`src/rtl/load_writeback_unit.sv`:
```
// Multi-cycle load path: execute -> word-aligned memory request -> extended register-file write.
// Optional macro LOAD_MISALIGN_TRAP_EN: trap misaligned LH/LHU/LW instead of aligning them down.
module load_writeback_unit #(
    parameter int XLEN = 32,
    parameter int AW   = 5
) (
    input  logic            clk,
    input  logic            rst,
    input  logic            ld_valid,
    output logic            ld_ready,
    input  logic [XLEN-1:0] ld_addr,
    input  logic [2:0]      ld_funct3,
    input  logic [AW-1:0]   ld_rd,
    output logic            mem_req,
    output logic [XLEN-1:0] mem_addr,
    input  logic            mem_gnt,
    input  logic            mem_rvalid,
    input  logic [XLEN-1:0] mem_rdata,
    input  logic            mem_err,
    output logic            reg_wr,
    output logic [AW-1:0]   waddr,
    output logic [XLEN-1:0] wdata,
    output logic            busy,
    output logic [AW-1:0]   busy_rd,
    output logic            exc_valid,
    output logic [3:0]      exc_cause
);

    typedef enum logic [2:0] {IDLE, REQ, WAIT, WB, EXC} state_e;

    localparam logic [3:0] CAUSE_ILLEGAL  = 4'd2;
    localparam logic [3:0] CAUSE_MISALIGN = 4'd4;
    localparam logic [3:0] CAUSE_FAULT    = 4'd5;

    state_e          state_q, state_d;
    logic [XLEN-1:0] addr_q, addr_d;
    logic [2:0]      funct3_q, funct3_d;
    logic [AW-1:0]   rd_q, rd_d;
    logic [XLEN-1:0] data_q, data_d;
    logic [3:0]      cause_q, cause_d;

    logic            illegal;
    logic            misaligned;
    logic [XLEN-1:0] byte_sh;
    logic [XLEN-1:0] half_sh;
    logic [XLEN-1:0] ext_data;

    assign illegal = (ld_funct3 == 3'b011) || (ld_funct3 == 3'b110) || (ld_funct3 == 3'b111);

`ifdef LOAD_MISALIGN_TRAP_EN
    assign misaligned = ((ld_funct3[1:0] == 2'b01) && ld_addr[0]) ||
                        ((ld_funct3 == 3'b010) && (ld_addr[1:0] != 2'b00));
`else
    assign misaligned = 1'b0;
`endif

    // Little-endian lane select: shift the addressed byte/halfword down to bit 0.
    always_comb begin
        byte_sh = mem_rdata >> {addr_q[1:0], 3'b000};
        half_sh = mem_rdata >> {addr_q[1], 4'b0000};
        case (funct3_q)
            3'b000:  ext_data = {{(XLEN-8){byte_sh[7]}}, byte_sh[7:0]};
            3'b100:  ext_data = {{(XLEN-8){1'b0}}, byte_sh[7:0]};
            3'b001:  ext_data = {{(XLEN-16){half_sh[15]}}, half_sh[15:0]};
            3'b101:  ext_data = {{(XLEN-16){1'b0}}, half_sh[15:0]};
            default: ext_data = mem_rdata;
        endcase
    end

    always_comb begin
        state_d  = state_q;
        addr_d   = addr_q;
        funct3_d = funct3_q;
        rd_d     = rd_q;
        data_d   = data_q;
        cause_d  = cause_q;
        case (state_q)
            IDLE: begin
                if (ld_valid) begin
                    addr_d   = ld_addr;
                    funct3_d = ld_funct3;
                    rd_d     = ld_rd;
                    if (illegal) begin
                        state_d = EXC;
                        cause_d = CAUSE_ILLEGAL;
                    end else if (misaligned) begin
                        state_d = EXC;
                        cause_d = CAUSE_MISALIGN;
                    end else begin
                        state_d = REQ;
                    end
                end
            end
            REQ: begin
                if (mem_gnt) state_d = WAIT;
            end
            WAIT: begin
                if (mem_rvalid) begin
                    if (mem_err) begin
                        state_d = EXC;
                        cause_d = CAUSE_FAULT;
                    end else begin
                        state_d = WB;
                        data_d  = ext_data;
                    end
                end
            end
            WB:      state_d = IDLE;
            EXC:     state_d = IDLE;
            default: state_d = IDLE;
        endcase
    end

    always_ff @(posedge clk) begin
        if (rst) begin
            state_q  <= IDLE;
            addr_q   <= '0;
            funct3_q <= '0;
            rd_q     <= '0;
            data_q   <= '0;
            cause_q  <= '0;
        end else begin
            state_q  <= state_d;
            addr_q   <= addr_d;
            funct3_q <= funct3_d;
            rd_q     <= rd_d;
            data_q   <= data_d;
            cause_q  <= cause_d;
        end
    end

    assign ld_ready  = (state_q == IDLE);
    assign mem_req   = (state_q == REQ);
    assign mem_addr  = (state_q == REQ) ? {addr_q[XLEN-1:2], 2'b00} : '0;
    assign reg_wr    = (state_q == WB) && (rd_q != '0);
    assign waddr     = (state_q == WB) ? rd_q : '0;
    assign wdata     = (state_q == WB) ? data_q : '0;
    assign busy      = (state_q != IDLE);
    assign busy_rd   = (state_q != IDLE) ? rd_q : '0;
    assign exc_valid = (state_q == EXC);
    assign exc_cause = (state_q == EXC) ? cause_q : '0;

endmodule

```
`config.mk`:
```
export PLATFORM = sky130hd
export DESIGN_NAME = load_writeback_unit
export DESIGN_NICKNAME = d
export VERILOG_FILES = /design/src/rtl/load_writeback_unit.sv
export SDC_FILE = /design/constraint.sdc
export NUM_CORES = 1
export LEC_CHECK = 0
export BUFFER_PORTS_ARGS = -buffer_cell sky130_fd_sc_hd__buf_2
export CAP_MARGIN = 20
export CORE_ASPECT_RATIO = 1.25
export CORE_MARGIN = 1.5
export CORE_UTILIZATION = 30
export CTS_CLUSTER_SIZE = 40
export DETAILED_ROUTE_END_ITERATION = 12
export GPL_TIMING_DRIVEN = 0
export HOLD_SLACK_MARGIN = 0.12
export PLACE_DENSITY_LB_ADDON = 0.1
export SLEW_MARGIN = 5
export SYNTH_ARGS = -nofsm -noshare
export SYNTH_HDL_FRONTEND = slang
export SYNTH_SLANG_ARGS = --single-unit
```
`constraint.sdc`:
```
create_clock -name clk -period 2.1 [get_ports clk]
set_input_delay 0.42 -clock clk [delete_from_list [all_inputs] [get_ports clk]]
set_output_delay 0.42 -clock clk [all_outputs]
set_load 0.01 [all_outputs]
```
# Word level (Yosys, flattened, before mapping)

Cells that the tools add are included.

Logic and storage cells: 53
Output and inout bits: 83
Register bits: 79
Bits of input ports: 78

Shifts and indexed selects: 2
Muxes and demuxes: 17
Eq/ne operators: 15
Reduce and logical (&&, ||, !) cells: 12
Bitwise logic cells: 1

Operator list:

| kind               | count |
|---|---|
| $pmux 32 s4        | 1 |
| $mux 32            | 2 |
| $shr 32x5->16      | 1 |
| $shr 32x5->8       | 1 |
| $mux 4             | 5 |
| $eq 3x3->1 const B | 5 |
| $mux 3             | 5 |
| $mux 5             | 2 |
| $eq 3x2->1 const B | 3 |
| $pmux 3 s3         | 1 |
| $pmux 4 s2         | 1 |
| $eq 3x1->1 const B | 2 |
| $logic_not 3->1    | 2 |
| $ne 2x2->1 const B | 3 |
| $reduce_and 3->1   | 2 |
| $reduce_and 5->1   | 1 |
| $reduce_bool 5->1  | 1 |
| $ne 2x1->1 const B | 2 |
| $reduce_bool 3->1  | 1 |
| $logic_or 1x1->1   | 2 |
| $reduce_and 2->1   | 1 |
| $reduce_bool 2->1  | 1 |
| $logic_and 1x1->1  | 1 |
| $not 1->1          | 1 |

# Depth between registers and ports, before layout

Depth after elaboration: 6
Mapped depth: 7
Mapped depth without buffers: 4

# Worst setup path after synthesis

OpenSTA, ideal clock, no wires.

Path type: register to output
From: register state_q[1]
To: output port wdata[10]
Stages on the path, launching flop included: 6
Arrival time: 1,464 ps
Buffers on the path: 3
Slack: 216 ps
Data required time: 1,680 ps
Path through: dfxtp_1 -> buf_1 -> and3b_1 -> clkbuf_1 -> clkbuf_1 -> and2_1

Cells in the longest elaborated chain, start to end: 2

RTL lines:

| element                | line | text |
|---|---|---|
| start, declared        | 35   | `state_e state_q, state_d;` |
| start signal, assigned | 123  | `state_q <= state_d;` |
| $eq 3x2->1             | 137  | `assign wdata = (state_q == WB) ? data_q : '0;` |
| $mux 32                | 137  |  |
| end, declared          | 22   | `output logic [XLEN-1:0] wdata,` |

Every way passes these cells.

# Worst setup path after layout

From: register state_q[1]
To: output port wdata[20]

The elaborated chain is that of the path after synthesis.

==> impl_metrics.csv <==
group,metric,value,unit
critical_path,path_class,"register to output port",
critical_path,max_stage_delay,0.35,ns
power_and_ir_drop,comb_power_share,19.4,%
synthesis,synth_cell_types,43,
critical_path,cp.arrival,1.62,ns
routing,first_iter_violations,134,
synthesis,yosysMostFrequentCell,"nand2_1",
critical_path,end_kind,"output port",
placement,placement.io_buffers,156,
global_route,grt_pass1_vias,3990,
routing,drc_errors,0,
floorplanning,die_w,106,um
routing,drt-wirelength-per-cell,15.1,um
sta,hold_violations,0,
power_and_ir_drop,power.internal,0.00276,W
finish,drive_above_1_share,30.3,%
sta,worstMarginPinSlew,0.617,ns
power_and_ir_drop,clockPowerShare,39.7,%
critical_path,cp.required,1.68,ns
synthesis,synth_compound_area_share,19.2,%
synthesis,synthSimpleGateAreaFrac,31.2,%
clocking,cts_buffers,9,
clocking,cts.clk_slew.worst_paths,0.06,ns
floorplanning,die_h,131,um
clocking,clockRootBuffer,"clkbuf_16",
routing,antenna_left,0,
finish,finish.utilization,42.0,%
placement,dpl_cell_area,4940,um2
synthesis,async_reset_ff_share,0,%
finish,nets,773,
synthesis,yosysTopAreaCell,"dfxtp_1",
synthesis,yosys-top-cells-count,"nand2_1, dfxtp_1, and2_1",
floorplanning,start_util,30.9,%
sta,min_period,2.04,ns
critical_path,cp_common_cell,"buf_8",
floorplanning,io_pins,161,
power_and_ir_drop,ir_drop,0.000423,V
synthesis,netlist_instances,522,
synthesis,yosys-top-cells-area,"dfxtp_1, and2_1, nand2_1, a21oi_1, a211oi_1",
finish,fin_area,5360,um2
finish,final-instance-count-excl-fill,868,
clocking,htreeDepth,3,
global_route,overflow,0,
status,outcome,"completed",
synthesis,synth-seq-cells,77,
routing,vias,4094,
routing,routed_wirelength,13.1,mm
global_route,grt_max_degree,14,
sta,fmax,491,MHz
global_route,antenna_found_initial,0,
synthesis,synthAdderAreaFrac,0,%
clocking,clk_path_buf_depth,2,
global_route,track_usage,18.7,%
placement,dp_cells,848,
synthesis,synth_top_family_by_area,"simple AND/OR/NAND/NOR gates",
floorplanning,fp.coreArea,12800,um2
hold_path,hp-class,"input pin to register",
floorplanning,fp-row-count,46,
routing,firstDrtPassIters,7,
power_and_ir_drop,p_total,0.00389,W
clocking,clk_latency,0.33,ns
synthesis,synth_flop_cell,"dfxtp_1",
finish,fillers,1418,
sta,finalMaxSlewViolations,0,
synthesis,ys_warn_count,0,
synthesis,synth-edff-count,0,
sta,slew_headroom,58.9,%
sta,rsz0062_at_grt,"true",
routing,via_per_inst,4.72,
finish,antenna-diode-count,0,
synthesis,yosysSeqAreaShare,39.1,%
critical_path,slowest_stage,"dfxtp_4",
clocking,clock-sinks,77,
synthesis,netlist.area_leader.share,39.1,%
finish,multi_input_area,2170,um2
placement,dp_hpwl,9.86,mm
sta,fin_crit_sh,96.9,%
sta,clock_skew,0.00535,ns
global_route,grt_first_pass_wirelength,20.4,mm
flow_run,maxCapViolCount,0,
synthesis,synth_mux_area_share,3.55,%
synthesis,avgSynthCellArea,7.56,um2
clocking,cts_tree,"built",
critical_path,cp-start-kind,"register",
critical_path,path_max_fanout,10,
floorplanning,die_area,13900,um2
finish,register_area,1550,um2
power_and_ir_drop,p_sw_share,29.1,%
placement,place_congestion,0.851,
finish,area_growth,36.0,%
power_and_ir_drop,p_seq_share,40.9,%
critical_path,critPathBufInv,4,
synthesis,synth_xor_area_share,0,%
synthesis,netlist_area,3950,um2
power_and_ir_drop,p_sw,0.00113,W
critical_path,crit_family,"buffers and inverters",
critical_path,crit_chain,"buf_8, and3b_2, buf_8, clkbuf_8, and2_1, buf_2",
power_and_ir_drop,power.density,726,nW/um2
power_and_ir_drop,p_leak,2.45,nW
sta,finalSetupViolations,0,
[power by group through the flow]
stage | combinational (W) | sequential [W] | clock (W)
after floorplan | 0.000453 | 0.00161 | 0
after global placement | 0.000710 | 0.00162 | 0
after detailed placement | 0.000718 | 0.00162 | 0
after CTS | 0.000738 | 0.00159 | 0.00159
after global routing | 0.000839 | 0.00160 | 0.00166
final | 0.000754 | 0.00159 | 0.00155
[layout by cell type (no fill, tap or decap), drive strengths merged, types with 2 or more instances in the layout]
cell / instances
nand2b: 6
or2: 3
inv: 12
and3: 6
nand3: 2
o21ai: 3
o21bai: 7
nor2: 37
nor2b: 7
and2: 70
a211oi: 22
nor3: 5
buf: 182
o22ai: 7
o21a: 2
o41ai: 2
clkbuf: 34
clkinv: 5
mux2i: 14
dfxtp: 77
conb: 3
a21oi: 62
nand2: 111
a221o: 7
nor3b: 2
[cells by family after synthesis]
logic type / after synthesis
AO/OA/AOI/OAI: 117
multiplexers: 14
AND/OR/NAND/NOR: 255
buffers and inverters: 58
other: 1
flip-flops: 77
[stage by stage]
stage	setup TNS (ns)	setup slack, ns	hold WS (ns)
2_1_floorplan	0	0.216	0.426
3_3_place_gp	-8.26	-0.377	0.438
3_5_place_dp	-9.07	-0.396	0.440
4_1_cts	0	0.00655	0.309
5_1_grt	-0.315	-0.0310	0.312
6_report	0	0.0642	0.317
[path summary, 6_finish.rpt]
path	depth (start not counted)	to	slack, ns	start
max	6	wdata[20]	0.06	state_q[1]
min	3	addr_q[24]	0.32	ld_addr[24]
min reg2reg	2	addr_q[21]	0.45	addr_q[21]
max reg2reg	7	data_q[30]	0.18	state_q[2]
[routing by layer]
metal	track usage, %	part of all wire (%)	vias to the layer above
met5	0	0	-
met4	6.53	2.0	0
met3	4.81	6.8	21
met2	32.0	47	145
met1	22.6	44	1854
li1	-	-	2074
[tightest hold or removal path: cells and delay by family]
kind | cells | cell delay [ns]
AO/OA/AOI/OAI | 1 | 0.05
buffers and inverters | 1 | 0.09
AND/OR/NAND/NOR | 1 | 0.04
[sequential cells by signal, indices dropped and copies added, names as in the netlist]
name,count
state_q,3
data_q,32
addr_q,32
funct3_q,3
cause_q,2
rd_q,5
[cell type report]
class | count | share of cell area (%)
multi-input combinational | 389 | 40.5
sequential | 77 | 28.8
timing repair buffer | 160 | 15.1
buffer | 47 | 5.46
clock buffer | 9 | 4.20
tap | 168 | 3.92
clock inverter | 7 | 1.19
inverter | 11 | 0.770
[repair_timing]
action                     in CTS  in global routing
setup buffers                   0                  4
resized for setup              23                 16
pin swaps                       0                  1
hold buffers                    0                  0
setup endpoints to repair      75                 77
hold endpoints to repair        0                  0
No activity file was read; power rests on OpenSTA's default activity.
